==> src/rtl/mem_port_arbiter_pkg.sv <==
// Shared definitions for the instruction/data memory port arbiter.
//   arb_state_t            : arbiter FSM state encoding
//   DEFAULT_MAX_DM_STREAK  : default cap on back-to-back data grants while fetch waits
//   DEFAULT_STREAK_W       : default width of the streak counter
//   ADDR_W / DATA_W        : memory bus address and data widths
package mem_port_arbiter_pkg;

  typedef enum logic [1:0] {
    ARB_IDLE    = 2'd0,
    ARB_BUSY_IF = 2'd1,
    ARB_BUSY_DM = 2'd2
  } arb_state_t;

  localparam int DEFAULT_MAX_DM_STREAK = 4;
  localparam int DEFAULT_STREAK_W      = 3;
  localparam int ADDR_W                = 32;
  localparam int DATA_W                = 32;

endpackage

==> src/rtl/mem_port_arbiter_streak_counter.sv <==
// Saturating count of consecutive data grants made while a fetch was waiting.
//   clk, rst_n : clock, asynchronous active-low reset
//   clr        : return the count to zero (takes priority over inc)
//   inc        : add one, holding at MAX_DM_STREAK
//   count      : current streak
//   at_max     : count has reached MAX_DM_STREAK; the next contested grant goes to fetch
module arb_streak_counter #(
  parameter int MAX_DM_STREAK = 4,
  parameter int STREAK_W      = 3
) (
  input  logic                clk,
  input  logic                rst_n,
  input  logic                clr,
  input  logic                inc,
  output logic [STREAK_W-1:0] count,
  output logic                at_max
);

  localparam logic [STREAK_W-1:0] MAX_V = STREAK_W'(MAX_DM_STREAK);

  always_ff @(posedge clk or negedge rst_n) begin
    if (!rst_n) begin
      count <= '0;
    end else if (clr) begin
      count <= '0;
    end else if (inc && (count != MAX_V)) begin
      count <= count + STREAK_W'(1);
    end
  end

  assign at_max = (count == MAX_V);

endmodule

==> src/rtl/mem_port_arbiter.sv <==
// Arbitrates one single-port memory between instruction fetch and the data
// (load/store) stage. One transaction at a time over a registered req / single
// cycle ack handshake. Data wins contested cycles unless it already won
// MAX_DM_STREAK times in a row while fetch waited.
//   Fetch side : if_req, if_addr, if_flush -> if_done, if_rdata
//   Data side  : dm_req, dm_we, dm_byte, dm_addr, dm_wdata -> dm_done, dm_rdata
//   Memory side: mem_req, mem_we, mem_byte, mem_addr, mem_wdata (registered)
//                <- mem_ack, mem_rdata
//   busy       : a transaction is outstanding
module mem_port_arbiter
  import mem_port_arbiter_pkg::*;
#(
  parameter int MAX_DM_STREAK = DEFAULT_MAX_DM_STREAK,
  parameter int STREAK_W      = DEFAULT_STREAK_W
) (
  input  logic              clk,
  input  logic              rst_n,
  input  logic              if_req,
  input  logic [ADDR_W-1:0] if_addr,
  input  logic              if_flush,
  output logic              if_done,
  output logic [DATA_W-1:0] if_rdata,
  input  logic              dm_req,
  input  logic              dm_we,
  input  logic              dm_byte,
  input  logic [ADDR_W-1:0] dm_addr,
  input  logic [DATA_W-1:0] dm_wdata,
  output logic              dm_done,
  output logic [DATA_W-1:0] dm_rdata,
  output logic              mem_req,
  output logic              mem_we,
  output logic              mem_byte,
  output logic [ADDR_W-1:0] mem_addr,
  output logic [DATA_W-1:0] mem_wdata,
  input  logic              mem_ack,
  input  logic [DATA_W-1:0] mem_rdata,
  output logic              busy
);

  arb_state_t          state;
  arb_state_t          state_nx;
  logic                drop;
  logic                if_want;
  logic                grant_dm;
  logic                grant_if;
  logic                txn_end;
  logic                streak_at_max;
  logic [STREAK_W-1:0] streak;
  logic                unused_addr_lsb;

  // Fetches are always whole words; the byte offset is discarded.
  assign unused_addr_lsb = ^if_addr[1:0];

  // A fetch request accompanied by a flush is not a request this cycle.
  assign if_want  = if_req & ~if_flush;
  assign grant_dm = (state == ARB_IDLE) && dm_req && !(if_want && streak_at_max);
  assign grant_if = (state == ARB_IDLE) && if_want && (!dm_req || streak_at_max);
  // mem_ack only means something while a transaction is outstanding.
  assign txn_end  = (state != ARB_IDLE) && mem_ack;

  arb_streak_counter #(
    .MAX_DM_STREAK(MAX_DM_STREAK),
    .STREAK_W     (STREAK_W)
  ) u_streak (
    .clk   (clk),
    .rst_n (rst_n),
    .clr   (grant_if || (grant_dm && !if_req)),
    .inc   (grant_dm && if_req),
    .count (streak),
    .at_max(streak_at_max)
  );

  // State register
  always_ff @(posedge clk or negedge rst_n) begin
    if (!rst_n) begin
      state <= ARB_IDLE;
    end else begin
      state <= state_nx;
    end
  end

  // Next-state logic
  always_comb begin
    state_nx = state;
    case (state)
      ARB_IDLE: begin
        if (grant_dm) begin
          state_nx = ARB_BUSY_DM;
        end else if (grant_if) begin
          state_nx = ARB_BUSY_IF;
        end
      end
      ARB_BUSY_IF, ARB_BUSY_DM: begin
        if (mem_ack) begin
          state_nx = ARB_IDLE;
        end
      end
      default: state_nx = ARB_IDLE;
    endcase
  end

  // Output logic: done strobes are combinational in the ack cycle so the
  // pipeline can release its stall without an extra bubble.
  always_comb begin
    if_done = (state == ARB_BUSY_IF) && mem_ack && !drop && !if_flush;
    dm_done = (state == ARB_BUSY_DM) && mem_ack;
    busy    = (state != ARB_IDLE);
  end

  assign if_rdata = mem_rdata;
  assign dm_rdata = mem_rdata;

  // A flushed fetch still runs to completion on the bus; drop only hides
  // its done strobe. It is cleared as the FSM heads back to IDLE.
  always_ff @(posedge clk or negedge rst_n) begin
    if (!rst_n) begin
      drop <= 1'b0;
    end else if (txn_end) begin
      drop <= 1'b0;
    end else if ((state == ARB_BUSY_IF) && if_flush) begin
      drop <= 1'b1;
    end
  end

  // Memory-side registers: loaded on the grant edge, frozen until ack.
  // mem_wdata is left untouched by fetch grants since mem_we is 0 then.
  always_ff @(posedge clk or negedge rst_n) begin
    if (!rst_n) begin
      mem_req   <= 1'b0;
      mem_we    <= 1'b0;
      mem_byte  <= 1'b0;
      mem_addr  <= '0;
      mem_wdata <= '0;
    end else if (grant_dm) begin
      mem_req   <= 1'b1;
      mem_we    <= dm_we;
      mem_byte  <= dm_byte;
      mem_addr  <= dm_addr;
      mem_wdata <= dm_wdata;
    end else if (grant_if) begin
      mem_req   <= 1'b1;
      mem_we    <= 1'b0;
      mem_byte  <= 1'b0;
      mem_addr  <= {if_addr[ADDR_W-1:2], 2'b00};
    end else if (txn_end) begin
      mem_req   <= 1'b0;
    end
  end

endmodule

==> config.mk <==
export PLATFORM = sky130hd
export DESIGN_NAME = mem_port_arbiter
export DESIGN_NICKNAME = d
export VERILOG_FILES = /design/src/rtl/mem_port_arbiter_pkg.sv /design/src/rtl/mem_port_arbiter_streak_counter.sv /design/src/rtl/mem_port_arbiter.sv
export SDC_FILE = /design/constraint.sdc
export NUM_CORES = 1
export LEC_CHECK = 0
export BUFFER_PORTS_ARGS = -buffer_cell sky130_fd_sc_hd__buf_2
export CORE_AREA = 5 5 104 106
export DETAILED_ROUTE_END_ITERATION = 6
export DIE_AREA = 0 0 109 111
export GPL_TIMING_DRIVEN = 0
export PLACE_DENSITY_LB_ADDON = 0.15
export SYNTH_ARGS = -nofsm -noshare
export SYNTH_HDL_FRONTEND = slang
export SYNTH_SLANG_ARGS = --single-unit
==> constraint.sdc <==
create_clock -name clk -period 4.6 [get_ports clk]
set_clock_uncertainty 0.2 [all_clocks]
set_input_delay 0.92 -clock clk [delete_from_list [all_inputs] [get_ports clk]]
set_output_delay 0.92 -clock clk [all_outputs]
set_load 0.01 [all_outputs]
==> summary.md <==
| Metric | Value |
|---|---|
| Worst-Skew Late Latency | 350 ps |
| Die Wd | 109 µm |
| Max FO, Critical Path | 6 |
| # rows | 36 |
| Antenna-violating nets left | 0 |
| FF+latch area | 0.001827 mm² |
| Synth Cell Area | 0.003886 mm² |
| Cells after Synth | 342 |
| CTS H-tree lvls | 3 |
| GRT Max-Usage Layer | met2 |
| Vias post-DR | 3594 |
| Vias per Instance | 4.950 |
| Clock transition at path regs | 80 ps |
| Chip height | 111 µm |
| Ys async rst share | 100.0% |
| Num CTS Buffers | 9 |
| Initial Util | 40.13% |
| Quantity of gates resized following cts | 0 |
| Number of diodes | 0 |
| Core footprint | 0.009684 mm² |
| CP Capture Type | primary output |
| RSZ-0062 raised after global routing | false |
| Post-CTS setup buffer count | 0 |
| Setup violators final | 0 |
| Final Wtd Congestion | 0.8035 |
| Post-Syn Nets | 484 |
| Worst hold-check path type | input port to asynchronous set/reset pin |
| Largest net degree at the start of global routing | 54 |
| IO Port Bufs | 234 |
| Slew at the pin with the worst max-slew slack | 487.4 ps |
| Synth Register Bits | 73 |
| Tmin final | 2525 ps |
| Primary FF master, synth | dfrtp_1 |
| Max cap viols | 0 |
| Die ar. | 0.01210 mm² |
| CP max stage delay | 160 ps |
| CTS root buf | clkbuf_8 |
| Met3 GRT Util | 5.999% |
| Clock Tree Buf Depth | 2 |
| Max Clk Rate | 396.0 MHz |
| Final wirelength | 12.53 mm |
| Fillcell total | 893 |
| First-pass DRT Iterations | 6 |
| Fin. max-slew vios | 0 |
| Final period utilization | 54.90% |
| Nets@finish | 730 |
| P_leak | 2.779 nW |
| CP most frequent cell | buf_2 |
| Met1 Use GR | 22.66% |
| Vias in the first global route | 3756 |
| Area growth syn-to-layout | 40.44% |
| CP max stage cell | buf_2 |
| Slew margin rel. | 67.50% |
| Area of the multi-input gates | 0.001406 mm² |
| Maximum VDD drop | 318.7 µV |
| TritonCTS clock tree | built |
| PwrDens | 546.5 mW/mm² |
| Sequential element share of the synthesized area | 47.01% |
| Residual DRC | 0 |
| Yosys warns | 0 |
| Hold-fix buffers, CTS | 0 |
| Data arrival, critical path | 1410 ps |
| Initial antenna violation count | 0 |
| IO Count | 270 |
| Syn avg cell area | 11.36 µm² |
| First-pass GRT wire length | 19.51 mm |
| Remaining global-route overflow | 0 |
| CTS Sinks | 73 |
| Drt wl/cell | 17.25 µm |
| Setup crit start kind | input port |
| Post-DP HPWL | 9.979 mm |
| Initial DRC count | 96 |
| Status | completed |
| Share of cells above drive strength 1 | 60.71% |
| Met2 Use GR | 36.57% |
| WP data required | 3480 ps |
| WS Path Type | input port to primary output |
| Total track usage | 20.61% |
| Setup_tns | 0 ps |
| Critical path, cell by cell | buf_2, nand2_1, nor3_1, buf_2 |
| Yosys cell types | 34 |
| Total power | 2.983 mW |
| Post-synth EDFFs | 0 |
| Fin. Hold Viols | 0 |
-- final cells by class --
cell class / instances / share of cell area [%]
tap: 133 / 3.049
inverter: 7 / 0.4814
timing repair buffer: 235 / 22.01
clock buffer: 10 / 2.522
buffer: 92 / 11.49
sequential: 73 / 33.47
multi-input combinational: 170 / 25.77
clock inverter: 6 / 1.215
-- cell families after synthesis --
logic type      share of synthesized area [%]
buf+inv                                 16.81
flops                                   47.01
fa+ha+maj                               1.932
mux                                     9.272
simple gates                            3.670
compound gates                          21.31
-- power breakdown --
group	leakage, nW	internal, mW	total (mW)	switching [mW]
combinational	1.83	0.642	1.36	0.717
clock	0.0949	0.266	0.522	0.256
sequential	0.849	0.952	1.10	0.149
total	2.78	1.86	2.98	1.12
-- placed cells by master, fill, tap and decap left out, drive strengths merged, types with 4 or more instances in the layout --
cell type,n
a22o,4
nand2,6
mux2,32
clkbuf,23
a32oi,30
ha,6
o21ai,34
buf,314
a2bb2oi,30
dfrtp,73
a21oi,6
inv,8
-- flip-flops by register name (all words and copies together) (netlist names) --
signal          cells
mem_byte            1
u_streak.count      3
mem_we              1
state               2
mem_req             1
drop                1
mem_wdata          32
mem_addr           32
-- worst max-delay path, delay by kind of cell --
family,cells,cell delay (ps)
buffers and inverters,2,290
and+or+nand+nor,2,190
-- stage by stage --
step / utilization, % / area, µm² / setup slack (ps) / instances / hold slack, ps
6_report: 56.36 / 5458 / 2075 / 726 / 254.8
5_1_grt: 56.36 / 5458 / 1989 / 726 / 268.8
4_1_cts: 56.36 / 5458 / 2065 / 726 / 246.2
3_5_place_dp: 54.25 / 5254 / 2076 / 710 / 275.4
3_3_place_gp: 53.94 / 5224 / 1904 / 709 / 268.1
2_1_floorplan: - / 3886 / 2263 / 342 / 288.9
-- layer usage --
layer	vias up	share of wire [%]
met5	-	0
met4	0	2.1
met3	20	10
met2	166	52
met1	1715	36
li1	1693	-
-- cell usage after synthesis (all sizes together) (2+ instances only) --
cell | instances | area (µm²)
buf | 79 | 576.8
dfrtp | 73 | 1827
o21ai | 34 | 170.2
mux2 | 32 | 360.4
a2bb2oi | 30 | 262.8
a32oi | 30 | 262.8
clkbuf | 13 | 50.04
inv | 7 | 26.28
a21oi | 6 | 30.03
ha | 6 | 75.07
nand2 | 6 | 30.03
a22o | 4 | 35.03
and2 | 2 | 12.51
nand3b | 2 | 15.01
nand4 | 2 | 12.51
nor2 | 2 | 7.510
nor3 | 2 | 10.01
-- final timing paths --
| kind | slack [ps] | startpoint | end | cells after the start |
|---|---|---|---|---|
| max in group asynchronous | 3380 | rst_n | u_streak.count[2] | 2 |
| worst min register to register | 290 | mem_wdata[7] | mem_wdata[7] | 1 |
| worst max register to register | 2500 | u_streak.count[0] | mem_addr[2] | 6 |
| min in group clk | 290 | mem_wdata[7] | mem_wdata[7] | 1 |
| worst max-delay path | 2070 | mem_ack | if_done | 4 |
| worst min-delay path | 250 | rst_n | mem_addr[27] | 1 |
Power figures use the tool's default switching activity.
